$ cat src/rtl/branch_sequencer_pkg.sv
// branch_sequencer_pkg: shared state encodings, register constants and the operand-match helper.
package branch_sequencer_pkg;

    localparam logic [1:0] S_IDLE   = 2'd0;
    localparam logic [1:0] S_STALL1 = 2'd1;
    localparam logic [1:0] S_EVAL   = 2'd2;

    localparam logic [4:0] REG_ZERO  = 5'd0;
    localparam int         CNT_W_DEF = 32;

    // rt is only a register operand for BEQ/BNE; for REGIMM it carries an opcode.
    function automatic logic reg_match(input logic [4:0] rd, input logic [4:0] rs,
                                       input logic [4:0] rt, input logic uses_rt);
        return (rd != REG_ZERO) && ((rd == rs) || (uses_rt && (rd == rt)));
    endfunction

endpackage

$ cat src/rtl/branch_hazard_cmp.sv
// branch_hazard_cmp: RAW hazard terms between the ID branch operands and older EX/MEM instructions.
module branch_hazard_cmp
    import branch_sequencer_pkg::*;
(
    input  logic       iUsesRt,
    input  logic [4:0] iRsID,
    input  logic [4:0] iRtID,
    input  logic       iRegWriteEX,
    input  logic       iMemReadEX,
    input  logic [4:0] iRdEX,
    input  logic       iMemReadMEM,
    input  logic [4:0] iRdMEM,
    output logic       oHazEXld,
    output logic       oHazEXalu,
    output logic       oHazMEMld
);

    logic match_ex;
    logic match_mem;

    assign match_ex  = reg_match(iRdEX, iRsID, iRtID, iUsesRt);
    assign match_mem = reg_match(iRdMEM, iRsID, iRtID, iUsesRt);

    assign oHazEXld  = iMemReadEX & match_ex;
    assign oHazEXalu = iRegWriteEX & ~iMemReadEX & match_ex;
    assign oHazMEMld = iMemReadMEM & match_mem;

endmodule

$ cat src/rtl/branch_sequencer.sv
// branch_sequencer: stalls ID-stage branches until forwarding covers their operands, then evaluates,
// redirects and flushes. Statistics counters exist only when BRANCH_SEQ_STATS_EN is defined.
module branch_sequencer
    import branch_sequencer_pkg::*;
#(
    parameter int DELAY_SLOT = 0,
    parameter int CNT_W      = CNT_W_DEF
) (
    input  logic             iCLK,
    input  logic             iRSTn,
    input  logic             iFreeze,
    input  logic             iBranchID,
    input  logic             iUsesRt,
    input  logic [4:0]       iRsID,
    input  logic [4:0]       iRtID,
    input  logic             iRegWriteEX,
    input  logic             iMemReadEX,
    input  logic [4:0]       iRdEX,
    input  logic             iMemReadMEM,
    input  logic [4:0]       iRdMEM,
    input  logic             iTaken,
    input  logic             iLink,
    output logic             oBranchEval,
    output logic             oStall,
    output logic             oBubbleEX,
    output logic             oPCSrcBranch,
    output logic             oFlushIF,
    output logic             oLinkWrite,
    output logic [CNT_W-1:0] oTakenCnt,
    output logic [CNT_W-1:0] oNTakenCnt,
    output logic [CNT_W-1:0] oStallCnt
);

    logic [1:0] state_q, state_d;
    logic       h_ex_ld, h_ex_alu, h_mem_ld;
    logic       active, idle_br, eval, stall;

    branch_hazard_cmp u_hazard (
        .iUsesRt    (iUsesRt),
        .iRsID      (iRsID),
        .iRtID      (iRtID),
        .iRegWriteEX(iRegWriteEX),
        .iMemReadEX (iMemReadEX),
        .iRdEX      (iRdEX),
        .iMemReadMEM(iMemReadMEM),
        .iRdMEM     (iRdMEM),
        .oHazEXld   (h_ex_ld),
        .oHazEXalu  (h_ex_alu),
        .oHazMEMld  (h_mem_ld)
    );

    // Gating with iRSTn keeps outputs quiet for the whole reset, not just until the state clears.
    assign active  = iRSTn & ~iFreeze;
    assign idle_br = (state_q == S_IDLE) & iBranchID;
    assign stall   = active & ((idle_br & (h_ex_ld | h_ex_alu | h_mem_ld)) | (state_q == S_STALL1));
    assign eval    = active & ((idle_br & ~(h_ex_ld | h_ex_alu | h_mem_ld)) | (state_q == S_EVAL));

    assign oStall       = stall;
    assign oBubbleEX    = stall;
    assign oBranchEval  = eval;
    assign oPCSrcBranch = eval & iTaken;
    assign oFlushIF     = eval & iTaken & (DELAY_SLOT == 0);
    assign oLinkWrite   = eval & iLink;

    always_comb begin
        state_d = S_IDLE;
        if (iFreeze)
            state_d = state_q;
        else if (state_q == S_IDLE)
            state_d = (iBranchID & h_ex_ld) ? S_STALL1 :
                      (iBranchID & (h_ex_alu | h_mem_ld)) ? S_EVAL : S_IDLE;
        else if (state_q == S_STALL1)
            state_d = S_EVAL;
    end

    always_ff @(posedge iCLK or negedge iRSTn) begin
        if (!iRSTn)
            state_q <= S_IDLE;
        else
            state_q <= state_d;
    end

`ifdef BRANCH_SEQ_STATS_EN
    logic [CNT_W-1:0] taken_q, ntaken_q, stall_cnt_q;

    always_ff @(posedge iCLK or negedge iRSTn) begin
        if (!iRSTn) begin
            taken_q     <= '0;
            ntaken_q    <= '0;
            stall_cnt_q <= '0;
        end else begin
            if (eval & iTaken)
                taken_q <= taken_q + CNT_W'(1);
            if (eval & ~iTaken)
                ntaken_q <= ntaken_q + CNT_W'(1);
            if (stall)
                stall_cnt_q <= stall_cnt_q + CNT_W'(1);
        end
    end

    assign oTakenCnt  = taken_q;
    assign oNTakenCnt = ntaken_q;
    assign oStallCnt  = stall_cnt_q;
`else
    assign oTakenCnt  = '0;
    assign oNTakenCnt = '0;
    assign oStallCnt  = '0;
`endif

endmodule

$ cat config.mk
export PLATFORM = sky130hd
export DESIGN_NAME = branch_sequencer
export DESIGN_NICKNAME = d
export VERILOG_FILES = /design/src/rtl/branch_sequencer_pkg.sv /design/src/rtl/branch_hazard_cmp.sv /design/src/rtl/branch_sequencer.sv
export SDC_FILE = /design/constraint.sdc
export NUM_CORES = 1
export LEC_CHECK = 0
export CAP_MARGIN = 20
export CORE_MARGIN = 5
export CORE_UTILIZATION = 32
export CTS_BUF_LIST = sky130_fd_sc_hd__clkbuf_8
export DETAILED_ROUTE_END_ITERATION = 6
export PLACE_DENSITY = 0.92
export SYNTH_ARGS = -nofsm -noshare
export SYNTH_HDL_FRONTEND = slang
export SYNTH_HIERARCHICAL = 1
export SYNTH_SLANG_ARGS = --single-unit
$ cat constraint.sdc
create_clock -name iCLK -period 5.6 [get_ports iCLK]
set_input_delay 1.12 -clock iCLK [delete_from_list [all_inputs] [get_ports iCLK]]
set_output_delay 1.12 -clock iCLK [all_outputs]
set_load 0.01 [all_outputs]
==> run_results.csv <==
group,metric,value,unit
run_status,status,"completed",
setup_path,worstPathArrival,3.99,ns
setup_path,cp_max_fo,3,
routing,firstDrtPassIters,4,
synthesis,synth_edf_count,0,
final_layout,antenna_cells,0,
timing,rsz0062_at_grt,"false",
timing,fin_tns_setup,0,ns
global_routing,grt_max_degree,9,
placement,dp.cells,238,
setup_path,crit_required,4.48,ns
timing,fmax,196,MHz
routing,ant_nets,0,
power_and_ir_drop,peakVddDrop,137,uV
routing,via_per_inst,3.39,
cts,clkLatencyLatePin,0.22,ns
routing,vias,816,
floorplan,rows,22,
power_and_ir_drop,power_density,121,nW/um^2
timing,holdWs,0.591,ns
final_layout,syn2layout_area_growth,5.94,%
global_routing,antenna_found_initial,0,
synthesis,synthTopCellsByArea,"buf_4, xor2_1, a2111oi_4",
setup_path,crit_chain,"clkdlybuf4s50_1 > xor2_1 > nor4_1 > a32oi_1 > and4bb_2 > or4b_4 > a2111oi_4 > clkdlybuf4s50_1",
timing,worst_pin_slew,0.526,ns
global_routing,grt_pass1_vias,722,
setup_path,crit_path_start_kind,"primary input",
floorplan,die_h,71.8,um
global_routing,grt_pass1_wl,3210,um
cts,cts_tree,"yes",
synthesis,yosys.area.top_type,"buf_4",
global_routing,overflow,0,
setup_path,worst-setup-path-type,"primary input to output port",
synthesis,ys_warn_count,6,
final_layout,drive_gt1_share,4.15,%
setup_path,slowest_stage,"clkdlybuf4s50_1",
final_layout,top_register,"state_q",
timing,setup_violations,0,
placement,placed_area,1250,sq um
cts,cts_buffers,3,
final_layout,top_regs,"state_q (2)",
setup_path,critical-path-max-stage-delay,0.60,ns
cts,root_buffer,"clkbuf_8",
cts,cts-resized-gates,0,
routing,remaining_drc_errors,0,
routing,wl,2490,um
placement,hpwlAfterDp,2260,um
floorplan,initial_core_util,33.1,%
setup_path,reg2reg_depth,2,
cts,clkTransAtPathRegs,0.03,ns
cts,htreeDepth,1,
setup_path,r2r_start,"state_q[0]",
min_path,min-delay-start,"state_q[1]",
floorplan,io_pins,132,
timing,period_share,91.3,%
cts,cts.sinks,2,
power_and_ir_drop,p_leak,0.634,nW
floorplan,die_area,5160,sq um
synthesis,ys_seq_elements,2,
setup_path,critical_path_depth,8,
placement,globalplace.congestion,0.803,
min_path,min_to,"state_q[1]",
final_layout,final_cell_area,1290,sq um
setup_path,critPathMostFrequentCell,"clkdlybuf4s50_1",
cts,clockBufferDepth,2,
timing,hold_viol,0,
synthesis,syn-mean-instance-area,7.74,sq um
setup_path,cpLargestDelayFamily,"buffers and inverters",
routing,drt_iter0_markers,12,
synthesis,syn_area,1220,sq um
setup_path,reg2reg_slack,4.50,ns
synthesis,yosysSeqAreaShare,4.09,%
placement,port_buffers,35,
min_path,hold_path.class,"register to register",
min_path,hold_path_depth,2,
floorplan,coreArea,3690,sq um
floorplan,fp.dieW,71.8,um
global_routing,grtUsageTotal,7.87,%
synthesis,synth_cells,158,
routing,wl_per_cell,10.3,um
setup_path,r2r-end,"state_q[1]",
timing,period_minus_slack,5.11,ns
synthesis,synth_top_area_share,60.2,%
synthesis,ys_types,25,
run,cap_violations,0,
final_layout,instances_no_fill,241,
final_layout,largest_register_ffs,2,
cts,hold_buffers,0,
timing,drv_slew,0,
timing,fin_skew,0.00414,ns
synthesis,synth-main-ff-cell,"dfrtp_1",
cts,post-cts-setup-buffer-count,0,
final_layout,nNetsFinal,225,
setup_path,worstSetupEndpointType,"output port",
timing,max_slew_margin,64.0,%
synthesis,synth-async-reset-ratio,100,%
setup_path,path_buf_inv,2,
## kinds of logic (layout without fill, tap and decap cells)
kind of cell | count (synthesis) | in the layout | share of synthesized area (%)
other | 1 | 96 | 0.307
AND/OR/NAND/NOR | 25 | 25 | 11.5
flip-flops | 2 | 2 | 4.09
buffers and inverters | 101 | 41 | 61.1
XOR/XNOR | 20 | 20 | 14.3
AO/OA/AOI/OAI | 9 | 9 | 8.70
## layout by cell type (no fill, tap or decap), drive strengths merged
cell	Yosys	layout
a2111oi	3	3
a211oi	1	1
a21oi	1	1
a32oi	1	1
and4bb	1	1
clkbuf	0	3
clkdlybuf4s50	0	35
conb	1	96
dfrtp	2	2
inv	3	3
nand2	5	5
nand2b	2	2
nand3	2	2
nor2	6	6
nor3	3	3
nor4	2	2
o21ai	1	1
o311ai	1	1
o31ai	1	1
or2	1	1
or3b	1	1
or4	1	1
or4b	1	1
xnor2	4	4
xor2	16	16
## routing by layer
metal / track usage (%) / vias to the layer above / routed length, um
met1: 7.69 / 355 / 739
met2: 14.8 / 73 / 1320
met4: 3.97 / 0 / 29
met3: 2.38 / 4 / 403
met5: 0 / - / 0
li1: - / 384 / -
## stage by stage
stage / power [W] / setup slack (ns) / utilization [%]
after floorplan: 0.000114 / 1.44 / -
after CTS: 0.000158 / 0.478 / 35.1
after global placement: 0.0000949 / 0.515 / 34.0
after detailed placement: 0.0000959 / 0.495 / 34.0
after global routing: 0.000168 / 0.358 / 35.1
final: 0.000157 / 0.488 / 35.1
## where the power goes
group,total [W],internal [W],leakage [nW],switching (W)
sequential,0.0000157,0.0000150,0.0278,0.000000722
combinational,0.0000825,0.0000315,0.585,0.0000509
clock,0.0000587,0.0000456,0.0216,0.0000131
## synthesized netlist by cell type (2+ instances only)
master and n:
nor2_1 6, nand3_1 2, buf_4 98, inv_1 3, dfrtp_1 2, a2111oi_4 2
xnor2_1 4, nand2b_1 2, nand2_1 5, xor2_1 16, nor4_1 2, nor3_1 3
## worst min-delay path, delay by kind of cell, from the launching register on
family / cells / cell delay, ns
compound gates: 1 / 0.08
flops: 1 / 0.39
simple gates: 1 / 0.07
## how the worst max path moves through the flow
stage	from	to	slack, ns
after floorplan	iRdEX[3]	oStall	1.44
after global placement	iRdEX[0]	oPCSrcBranch	0.52
after detailed placement	iRdEX[0]	oPCSrcBranch	0.50
after CTS	iRdEX[0]	oPCSrcBranch	0.48
after global routing	iRdEX[0]	oFlushIF	0.36
final	iRdEX[0]	oFlushIF	0.49
## area by class of cell
class | instances | area (sq um)
flip-flops and latches | 2 | 50.0
fillers | 405 | 2390
well taps | 48 | 60.1
inverters | 3 | 11.3
clock buffers | 3 | 41.3
multi-input cells | 150 | 782
repair buffers | 35 | 350
No activity file was read; power rests on OpenSTA's default activity.
